### src/rtl/mips_pkg.sv
// mips_pkg: definitions shared by the decode-stage branch logic.
//   - OP_BEQ / OP_BNE     : primary opcodes of the two conditional branches
//   - FWD_RF/EXMEM/MEMWB  : branch operand forward-select encodings
//   - NOP_INSTR           : the all-zero instruction (sll $0,$0,0)
//   - state_t             : branch FSM state encoding (IDLE / STALL)
//   - reg_match()         : true when a producer register collides with rs/rt
package mips_pkg;

    localparam logic [5:0]  OP_BEQ    = 6'b000100;
    localparam logic [5:0]  OP_BNE    = 6'b000101;

    localparam logic [1:0]  FWD_RF    = 2'b00;
    localparam logic [1:0]  FWD_EXMEM = 2'b01;
    localparam logic [1:0]  FWD_MEMWB = 2'b10;

    localparam logic [31:0] NOP_INSTR = 32'h0000_0000;

    typedef enum logic {
        IDLE  = 1'b0,
        STALL = 1'b1
    } state_t;

    // $0 is hard-wired to zero, so a write to it never creates a dependency.
    function automatic logic reg_match(input logic [4:0] rd,
                                       input logic [4:0] rs,
                                       input logic [4:0] rt);
        return (rd != 5'd0) && ((rd == rs) || (rd == rt));
    endfunction

endpackage

### src/rtl/branch_compare.sv
// branch_compare: combinational branch resolution datapath.
//   fwd_a / fwd_b        in  : operand selects (00 RF, 01 EX/MEM, 10 MEM/WB, 11 RF)
//   rf_rdata1/2          in  : register file values of rs / rt
//   exmem_alu_result     in  : EX/MEM forwarding source
//   memwb_wb_data        in  : MEM/WB forwarding source
//   is_bne               in  : 1 = bne, 0 = beq
//   pc_plus4             in  : PC+4 of the branch
//   imm                  in  : 16-bit branch offset (in words)
//   taken                out : branch condition satisfied
//   target               out : pc_plus4 + (sext(imm) << 2), wrapping
module branch_compare
    import mips_pkg::*;
#(
    parameter int WIDTH = 32
) (
    input  logic [1:0]       fwd_a,
    input  logic [1:0]       fwd_b,
    input  logic [WIDTH-1:0] rf_rdata1,
    input  logic [WIDTH-1:0] rf_rdata2,
    input  logic [WIDTH-1:0] exmem_alu_result,
    input  logic [WIDTH-1:0] memwb_wb_data,
    input  logic             is_bne,
    input  logic [WIDTH-1:0] pc_plus4,
    input  logic [15:0]      imm,
    output logic             taken,
    output logic [WIDTH-1:0] target
);

    logic [1:0]       sel     [2];
    logic [WIDTH-1:0] rf_val  [2];
    logic [WIDTH-1:0] operand [2];
    logic             eq;

    assign sel[0]    = fwd_a;
    assign sel[1]    = fwd_b;
    assign rf_val[0] = rf_rdata1;
    assign rf_val[1] = rf_rdata2;

    // One identical forwarding mux per operand; the unused 11 code falls back
    // to the register file value.
    generate
        for (genvar gi = 0; gi < 2; gi++) begin : g_operand_mux
            always_comb begin
                operand[gi] = rf_val[gi];
                case (sel[gi])
                    FWD_EXMEM: operand[gi] = exmem_alu_result;
                    FWD_MEMWB: operand[gi] = memwb_wb_data;
                    default:   operand[gi] = rf_val[gi];
                endcase
            end
        end
    endgenerate

    assign eq     = (operand[0] == operand[1]);
    assign taken  = is_bne ? !eq : eq;
    assign target = pc_plus4 + {{(WIDTH-18){imm[15]}}, imm, 2'b00};

endmodule

### src/rtl/id_branch_unit.sv
// id_branch_unit: ID-stage branch resolution for the 5-stage MIPS pipeline.
// Holds the IF/ID register, detects branch operand hazards that forwarding
// cannot cover yet, stalls the front end for 1 or 2 cycles, then resolves
// beq/bne in ID and redirects/flushes fetch.
//   clk, rst_n                  : clock, asynchronous active-low reset
//   if_pc_plus4, if_instr       : IF stage outputs into IF/ID
//   ifid_pc_plus4, ifid_instr   : IF/ID register contents
//   rf_rdata1/2                 : register file reads of rs / rt
//   exmem_alu_result            : EX/MEM forward source
//   memwb_wb_data               : MEM/WB forward source
//   branch_fwd_a/b              : operand forward selects
//   idex_reg_write/mem_read/rd  : producer in ID/EX
//   exmem_mem_read/rd           : load in EX/MEM
//   pc_write, ifid_write        : front-end enables (0 while stalled)
//   idex_bubble                 : zero ID/EX control this cycle
//   branch_taken, branch_target : PC redirect
//   if_flush                    : fall-through instruction squashed
module id_branch_unit
    import mips_pkg::*;
#(
    parameter int WIDTH   = 32,
    parameter int STALL_W = 2
) (
    input  logic             clk,
    input  logic             rst_n,
    input  logic [WIDTH-1:0] if_pc_plus4,
    input  logic [WIDTH-1:0] if_instr,
    output logic [WIDTH-1:0] ifid_pc_plus4,
    output logic [WIDTH-1:0] ifid_instr,
    input  logic [WIDTH-1:0] rf_rdata1,
    input  logic [WIDTH-1:0] rf_rdata2,
    input  logic [WIDTH-1:0] exmem_alu_result,
    input  logic [WIDTH-1:0] memwb_wb_data,
    input  logic [1:0]       branch_fwd_a,
    input  logic [1:0]       branch_fwd_b,
    input  logic             idex_reg_write,
    input  logic             idex_mem_read,
    input  logic [4:0]       idex_rd,
    input  logic             exmem_mem_read,
    input  logic [4:0]       exmem_rd,
    output logic             pc_write,
    output logic             ifid_write,
    output logic             idex_bubble,
    output logic             branch_taken,
    output logic [WIDTH-1:0] branch_target,
    output logic             if_flush
);

    state_t             state_reg, state_next;
    logic [STALL_W-1:0] cnt_reg, cnt_next;

    logic [WIDTH-1:0]   ifid_instr_reg;
    logic [WIDTH-1:0]   ifid_pc_plus4_reg;

    logic [5:0]         opcode;
    logic [4:0]         rs;
    logic [4:0]         rt;
    logic               is_beq;
    logic               is_bne;
    logic               is_branch;

    logic               hazard;
    logic [STALL_W-1:0] haz_count;
    logic               stall;
    logic               resolve;
    logic               cmp_taken;

    // ---------------------------------------------------------------- decode
    assign opcode    = ifid_instr_reg[31:26];
    assign rs        = ifid_instr_reg[25:21];
    assign rt        = ifid_instr_reg[20:16];
    assign is_beq    = (opcode == OP_BEQ);
    assign is_bne    = (opcode == OP_BNE);
    assign is_branch = is_beq || is_bne;

    // ------------------------------------------------------- hazard detection
    // An ALU result in ID/EX is forwardable from EX/MEM one cycle later; a load
    // in ID/EX only reaches MEM/WB two cycles later. A load already in EX/MEM
    // needs one more cycle.
    always_comb begin
        hazard    = 1'b0;
        haz_count = '0;
        if (idex_reg_write && reg_match(idex_rd, rs, rt)) begin
            hazard    = 1'b1;
            haz_count = idex_mem_read ? STALL_W'(2) : STALL_W'(1);
        end else if (exmem_mem_read && reg_match(exmem_rd, rs, rt)) begin
            hazard    = 1'b1;
            haz_count = STALL_W'(1);
        end
    end

    // -------------------------------------------------------------- FSM
    always_ff @(posedge clk or negedge rst_n) begin
        if (!rst_n) begin
            state_reg <= IDLE;
            cnt_reg   <= '0;
        end else begin
            state_reg <= state_next;
            cnt_reg   <= cnt_next;
        end
    end

    // The IDLE cycle that detects the hazard is itself the first stall cycle,
    // so the counter is loaded with the remaining number of stall cycles.
    always_comb begin
        state_next = state_reg;
        cnt_next   = cnt_reg;
        stall      = 1'b0;
        resolve    = 1'b0;
        case (state_reg)
            IDLE: begin
                if (is_branch && hazard) begin
                    stall    = 1'b1;
                    cnt_next = haz_count - STALL_W'(1);
                    if (cnt_next != '0) begin
                        state_next = STALL;
                    end
                end else if (is_branch) begin
                    resolve = 1'b1;
                end
            end
            STALL: begin
                stall    = 1'b1;
                cnt_next = cnt_reg - STALL_W'(1);
                if (cnt_next == '0) begin
                    state_next = IDLE;
                end
            end
            default: begin
                state_next = IDLE;
                cnt_next   = '0;
            end
        endcase
    end

    // --------------------------------------------------------- resolution
    branch_compare #(
        .WIDTH(WIDTH)
    ) u_branch_compare (
        .fwd_a            (branch_fwd_a),
        .fwd_b            (branch_fwd_b),
        .rf_rdata1        (rf_rdata1),
        .rf_rdata2        (rf_rdata2),
        .exmem_alu_result (exmem_alu_result),
        .memwb_wb_data    (memwb_wb_data),
        .is_bne           (is_bne),
        .pc_plus4         (ifid_pc_plus4_reg),
        .imm              (ifid_instr_reg[15:0]),
        .taken            (cmp_taken),
        .target           (branch_target)
    );

    assign branch_taken = resolve && cmp_taken;
    assign if_flush     = branch_taken;
    assign pc_write     = !stall;
    assign ifid_write   = !stall;
    assign idex_bubble  = stall;

    // ------------------------------------------------------ IF/ID register
    // Priority: hold while stalled, then squash on a taken branch, then load.
    always_ff @(posedge clk or negedge rst_n) begin
        if (!rst_n) begin
            ifid_instr_reg    <= '0;
            ifid_pc_plus4_reg <= '0;
        end else if (!ifid_write) begin
            ifid_instr_reg    <= ifid_instr_reg;
            ifid_pc_plus4_reg <= ifid_pc_plus4_reg;
        end else if (if_flush) begin
            ifid_instr_reg    <= WIDTH'(NOP_INSTR);
            ifid_pc_plus4_reg <= if_pc_plus4;
        end else begin
            ifid_instr_reg    <= if_instr;
            ifid_pc_plus4_reg <= if_pc_plus4;
        end
    end

    assign ifid_instr    = ifid_instr_reg;
    assign ifid_pc_plus4 = ifid_pc_plus4_reg;

endmodule

### config.mk
export PLATFORM = sky130hd
export DESIGN_NAME = id_branch_unit
export DESIGN_NICKNAME = d
export VERILOG_FILES = /design/src/rtl/mips_pkg.sv /design/src/rtl/branch_compare.sv /design/src/rtl/id_branch_unit.sv
export SDC_FILE = /design/constraint.sdc
export NUM_CORES = 1
export LEC_CHECK = 0
export CORE_AREA = 2 2 122 124
export CTS_BUF_LIST = sky130_fd_sc_hd__clkbuf_4 sky130_fd_sc_hd__clkbuf_8
export DETAILED_ROUTE_END_ITERATION = 12
export DIE_AREA = 0 0 124 126
export GPL_TIMING_DRIVEN = 0
export PLACE_DENSITY = 0.85
export SLEW_MARGIN = 20
export SYNTH_ARGS = -nofsm -noshare
export SYNTH_HDL_FRONTEND = slang
export SYNTH_HIERARCHICAL = 1
export SYNTH_SLANG_ARGS = --single-unit
### constraint.sdc
create_clock -name clk -period 9.7 [get_ports clk]
set_clock_uncertainty 0.15 [all_clocks]
set_input_delay 1.94 -clock clk [delete_from_list [all_inputs] [get_ports clk]]
set_output_delay 1.94 -clock clk [all_outputs]
set_load 0.01 [all_outputs]
## Word-level counts from Yosys, hierarchy flattened

Index checks and enable logic that the tools add are counted.

- Flip-flop bits (word level): 67
- Bits of input ports: 211
- Output and inout port bits: 101
- Word-level logic and storage cells: 55

- Add/sub/neg operators: 3
- Equality and inequality tests: 12
- Muxes and demuxes: 20
- Bitwise operators: 1
- Reductions and logical operators: 15

Operators by type and width:

| cell | number |
|---|---|
| case mux 32 bit (2 select lines) | 2 |
| adder 32 bit | 1 |
| == test 32 bit | 1 |
| 2-to-1 mux 32 bit | 1 |
| == test 5 bit | 4 |
| == test 6 x 3 -> 1 bit (second input constant) | 2 |
| 2-to-1 mux 1 bit | 11 |
| nonzero test 5 bit | 2 |
| logical AND 1 bit | 6 |
| 2-to-1 mux 2 bit | 3 |
| == test 2 x 1 -> 1 bit (second input constant) | 2 |
| == test 2 bit (second input constant) | 2 |
| case mux 1 bit (2 select lines) | 2 |
| case mux 2 bit (2 select lines) | 1 |
| subtractor 2 x 1 -> 2 bit (second input constant) | 2 |
| logical OR 1 bit | 3 |
| logical NOT 1 bit | 2 |
| logical NOT 2 bit | 1 |
| != test 2 bit (second input constant) | 1 |
| nonzero test 2 bit | 1 |
| inverter 1 bit | 1 |

## Logic depth before layout (Yosys ltp)

- Word-level depth: 11
- Gate-level depth with buffers: 16

## Hierarchy

Netlist, hierarchy kept.

By module, submodules not included:

| module | instances | cells each | area each (um^2) | seq. area each (um^2) |
|---|---|---|---|---|
| branch_compare | 1 | 493 | 3119.2 | 0.0 |
| id_branch_unit | 1 | 211 | 2886.5 | 1676.6 |

## Least setup slack after synthesis

No wires, ideal clock.

- Path kind: input port to output port
- Start: input branch_fwd_b[0]
- End: output if_flush
- Data arrival time: 4417 ps
- Path slack: 3193 ps
- Cell stages on the path: 13
- Cells stage by stage: inv_1 > ha_1 > clkbuf_1 > clkbuf_1 > o21ai_0 > xnor2_1 > nand4_1 > nor4_1 > nand2_1 > xnor2_1 > inv_1 > nor4_1 > buf_4

- Word-level cells in the longest chain between the ends: 6
- Elaborated cells between the ends (all ways): 7

RTL lines:

| what | line | source |
|---|---|---|
| from (decl) | id_branch_unit.sv:35 | `input logic [1:0] branch_fwd_b,` |
| == test 2 bit / == test 2 x 1 -> 1 bit (equally long branches) | branch_compare.sv:45 | `case (sel[gi])` |
| case mux 32 bit (2 select lines) * | branch_compare.sv:45 |  |
| == test 32 bit * | branch_compare.sv:54 | `assign eq = (operand[0] == operand[1]);` |
| logical NOT 1 bit | branch_compare.sv:55 | `assign taken = is_bne ? !eq : eq;` |
| 2-to-1 mux 1 bit * | branch_compare.sv:55 |  |
| named net cmp_taken | id_branch_unit.sv:66 | `logic cmp_taken;` |
| logical AND 1 bit * | id_branch_unit.sv:153 | `assign branch_taken = resolve && cmp_taken;` |
| to (decl) | id_branch_unit.sv:46 | `output logic if_flush` |

Mark *: on every way through the listed nets, which the timed path passes. The rest lies on a longest branch.

## Final worst setup path

Ends and elaborated chain as after synthesis.

==> impl_metrics.py <==
metrics = {
    "outcome": {
        "outcome": "finished clean",
    },
    "timing": {
        "rsz0062_at_grt": "false",
        "max_slew_margin_pct": 49.59,
        "hold_violations": 0,
        "worst_pin_slew_ns": 0.7492,
        "layout_min_cycle_time_ns": 8.266,
        "setup_viol": 0,
        "max_freq_mhz": 121.0,
        "tns_ns": 0,
        "finalCritPeriodShare_pct": 85.22,
        "drv_slew": 0,
    },
    "grt": {
        "overflow": 0,
        "grt_max_degree": 35,
        "grt_use_total_pct": 29.27,
        "grt_pass1_wl_mm": 35.40,
        "antenna_found_initial": 3,
        "grt_pass1_vias": 6931,
    },
    "hold_path": {
        "holdPathEnd": "ifid_instr[11]$_DFFE_PN0P_",
        "holdPathStages": 1,
        "hold_start": "ifid_instr[11]$_DFFE_PN0P_",
        "min_path_type": "reg2reg",
    },
    "finish": {
        "final-seq-area_mm2": 0.001677,
        "final_cells": 1219,
        "multi_input_area_mm2": 0.004044,
        "nets": 1274,
        "area_growth_syn_to_layout_pct": 60.19,
        "nFillCells": 1208,
        "layout-drive-gt1-share_pct": 6.783,
    },
    "synthesis": {
        "ys.flop_type": "dfrtp_1",
        "ys_async_sr_fraction_pct": 100.0,
        "ys_types": 53,
        "syn-num-nets": 951,
        "yosysSeqAreaShare_pct": 27.92,
        "syn_avg_cell_area_um2": 8.531,
        "synth-edff-count": 0,
        "synth_area_leaders": "dfrtp_1 28%, xnor2_1 9.8%, a22oi_1 8.1%, ha_1 7.3%, o21ai_0 6.8%",
        "ys_warn_count": 6,
        "synthCells": 704,
        "syn_area_mm2": 0.006006,
        "netlist.area_leader.share_pct": 27.92,
        "yosysTopAreaCell": "dfrtp_1",
        "ys_ff_latch": 67,
    },
    "power_and_ir_drop": {
        "leakagePower_nw": 3.921,
        "comb_power_share_pct": 48.3,
        "sequentialPowerShare_pct": 27.6,
        "p_sw_share_pct": 33.62,
        "p_per_area_mw_per_mm2": 123.5,
        "ir_drop_mv": 0.05500,
        "p_switching_mw": 0.3996,
        "pwr-share-clk_pct": 24.2,
        "internal_power_mw": 0.7888,
    },
    "placed_design": {
        "io_buffers": 311,
        "numPlacedInstances": 1200,
        "place_congestion": 0.9308,
        "hpwlAfterDp_mm": 18.69,
    },
    "die": {
        "rows": 44,
        "core_area_mm2": 0.01431,
        "dieArea_mm2": 0.01562,
        "die_width_um": 124,
        "start_util_pct": 41.96,
        "io_pins": 312,
        "die_height_um": 126,
    },
    "clock_tree": {
        "clock_sinks": 67,
        "cts_root_buf": "clkbuf_8",
        "ctsResizeCount": 0,
        "cts.reportedPaths.clkPinSlew_ns": 0.07,
        "postCtsHoldBufs": 0,
        "clock_latency_ns": 0.37,
        "cts_tree": "done",
        "cts-htree-levels": 3,
        "cts_setup_buffers": 0,
        "clock_path_buffers": 2,
        "cts_buffers": 9,
    },
    "routing": {
        "ant_nets": 0,
        "vias_per_cell": 5.617,
        "wirelength_mm": 23.12,
        "first_iter_violations": 440,
        "firstDrtPassIters": 5,
        "wl_per_cell_um": 18.97,
        "drc": 0,
        "dr_total_vias": 6847,
    },
    "job": {
        "maxCapViolations": 0,
    },
    "critical_path": {
        "critPathRequiredTime_ns": 7.61,
        "r2r-start": "ifid_instr[31]$_DFFE_PN0P_",
        "worst-setup-path-type": "in2out",
        "start_kind": "input pin",
        "r2r_end": "ifid_instr[21]$_DFFE_PN0P_",
        "reg2reg_depth": 8,
        "rrSetupSlack_ns": 7.02,
        "crit_arrival_ns": 6.18,
        "crit_fanout": 10,
        "critPathCaptureType": "output pin",
    },
}
## cells in the mapped netlist, drive strengths merged, types with 17 or more instances
| cell type | n |
|---|---|
| nand2 | 90 |
| o21ai | 83 |
| dfrtp | 67 |
| xnor2 | 67 |
| a22oi | 65 |
| a21oi | 36 |
| ha | 35 |
| mux2 | 32 |
| clkbuf | 31 |
| a22o | 29 |
| inv | 18 |
| a21o | 17 |
## area by class of cell
type | instances | share of cell area (%)
Inverter | 18 | 0.7023
Multi-Input combinational cell | 576 | 42.03
Sequential cell | 67 | 17.43
Tap cell | 184 | 2.393
Clock inverter | 3 | 0.7023
Antenna cell | 3 | 0.07803
Buffer | 43 | 2.263
Timing Repair Buffer | 312 | 32.54
Clock buffer | 13 | 1.860
## worst max-delay path by stage
stage	start	end	slack, ns
final	branch_fwd_b[0]	if_flush	1.43
after global routing	branch_fwd_a[0]	if_flush	1.16
after global placement	branch_fwd_b[0]	if_flush	1.45
after detailed placement	branch_fwd_b[0]	if_flush	1.46
after CTS	branch_fwd_b[0]	if_flush	1.44
after floorplan	branch_fwd_b[0]	if_flush	3.19
## metal layers
layer	global-route usage [%]	routed length, um	vias to the layer above
met1	32.69	8597	3186
met5	0	0	-
li1	-	-	3260
met2	51.87	11600	348
met3	7.473	2018	53
met4	12.76	909	0
## worst max-delay path, cell delays in order
cell and delay (ns):
clkdlybuf4s50_1 0.48, inv_1 0.05, ha_1 0.26, clkbuf_1 0.34, clkbuf_1 0.40, o21ai_0 0.19
xnor2_1 0.28, nand4_1 0.17, nor4_1 0.29, nand2_1 0.10, xnor2_1 0.20, inv_1 0.08
nor4_1 0.66, buf_4 0.22, clkdlybuf4s50_1 0.52
## per-stage QoR
step	setup WS (ns)	total power, mW	util (%)	hold WS [ns]	cell area, um^2
floorplan	3.193	0.6143	-	0.3682	6006
global placement	1.453	0.8899	65.31	0.3637	9349
detailed placement	1.457	0.9011	65.44	0.3769	9366
CTS	1.438	1.193	67.16	0.3930	9613
global route	1.165	1.255	67.21	0.4181	9620
finish	1.434	1.188	67.21	0.3922	9620
## power by group through the flow
stage | sequential [mW] | combinational [mW] | clock [mW]
6_report | 0.327 | 0.574 | 0.287
5_1_grt | 0.331 | 0.621 | 0.304
4_1_cts | 0.327 | 0.572 | 0.294
3_5_place_dp | 0.333 | 0.568 | 0
3_3_place_gp | 0.332 | 0.558 | 0
2_1_floorplan | 0.335 | 0.279 | 0
## kinds of logic after synthesis
logic type	count (synthesis)	share of synthesized area, %
compound gates	274	30.50
xor+xnor	78	11.37
fa+ha+maj	36	7.625
buf+inv	61	4.750
flops	67	27.92
mux	33	6.167
simple gates	155	11.67
## layout by cell type, fill, tap and decap left out, types with 4 or more instances in the layout
cell type and instances:
nor2_1 15, a21oi_1 35, nor4_1 4, xor2_1 11
and3_1 9, inv_1 17, o21a_1 7, mux2_2 30
xnor2_1 67, a22o_1 28, a21o_1 17, a22oi_1 65
o21bai_1 4, o21ai_0 81, clkbuf_8 13, buf_4 5
buf_6 5, nand4_1 12, and2_1 7, clkdlybuf4s50_1 310
o22ai_1 4, dfrtp_1 67, nand2_1 90, a31o_2 5
clkbuf_1 31, nand3_1 8, ha_1 35
(Power assumes the default switching activity.)
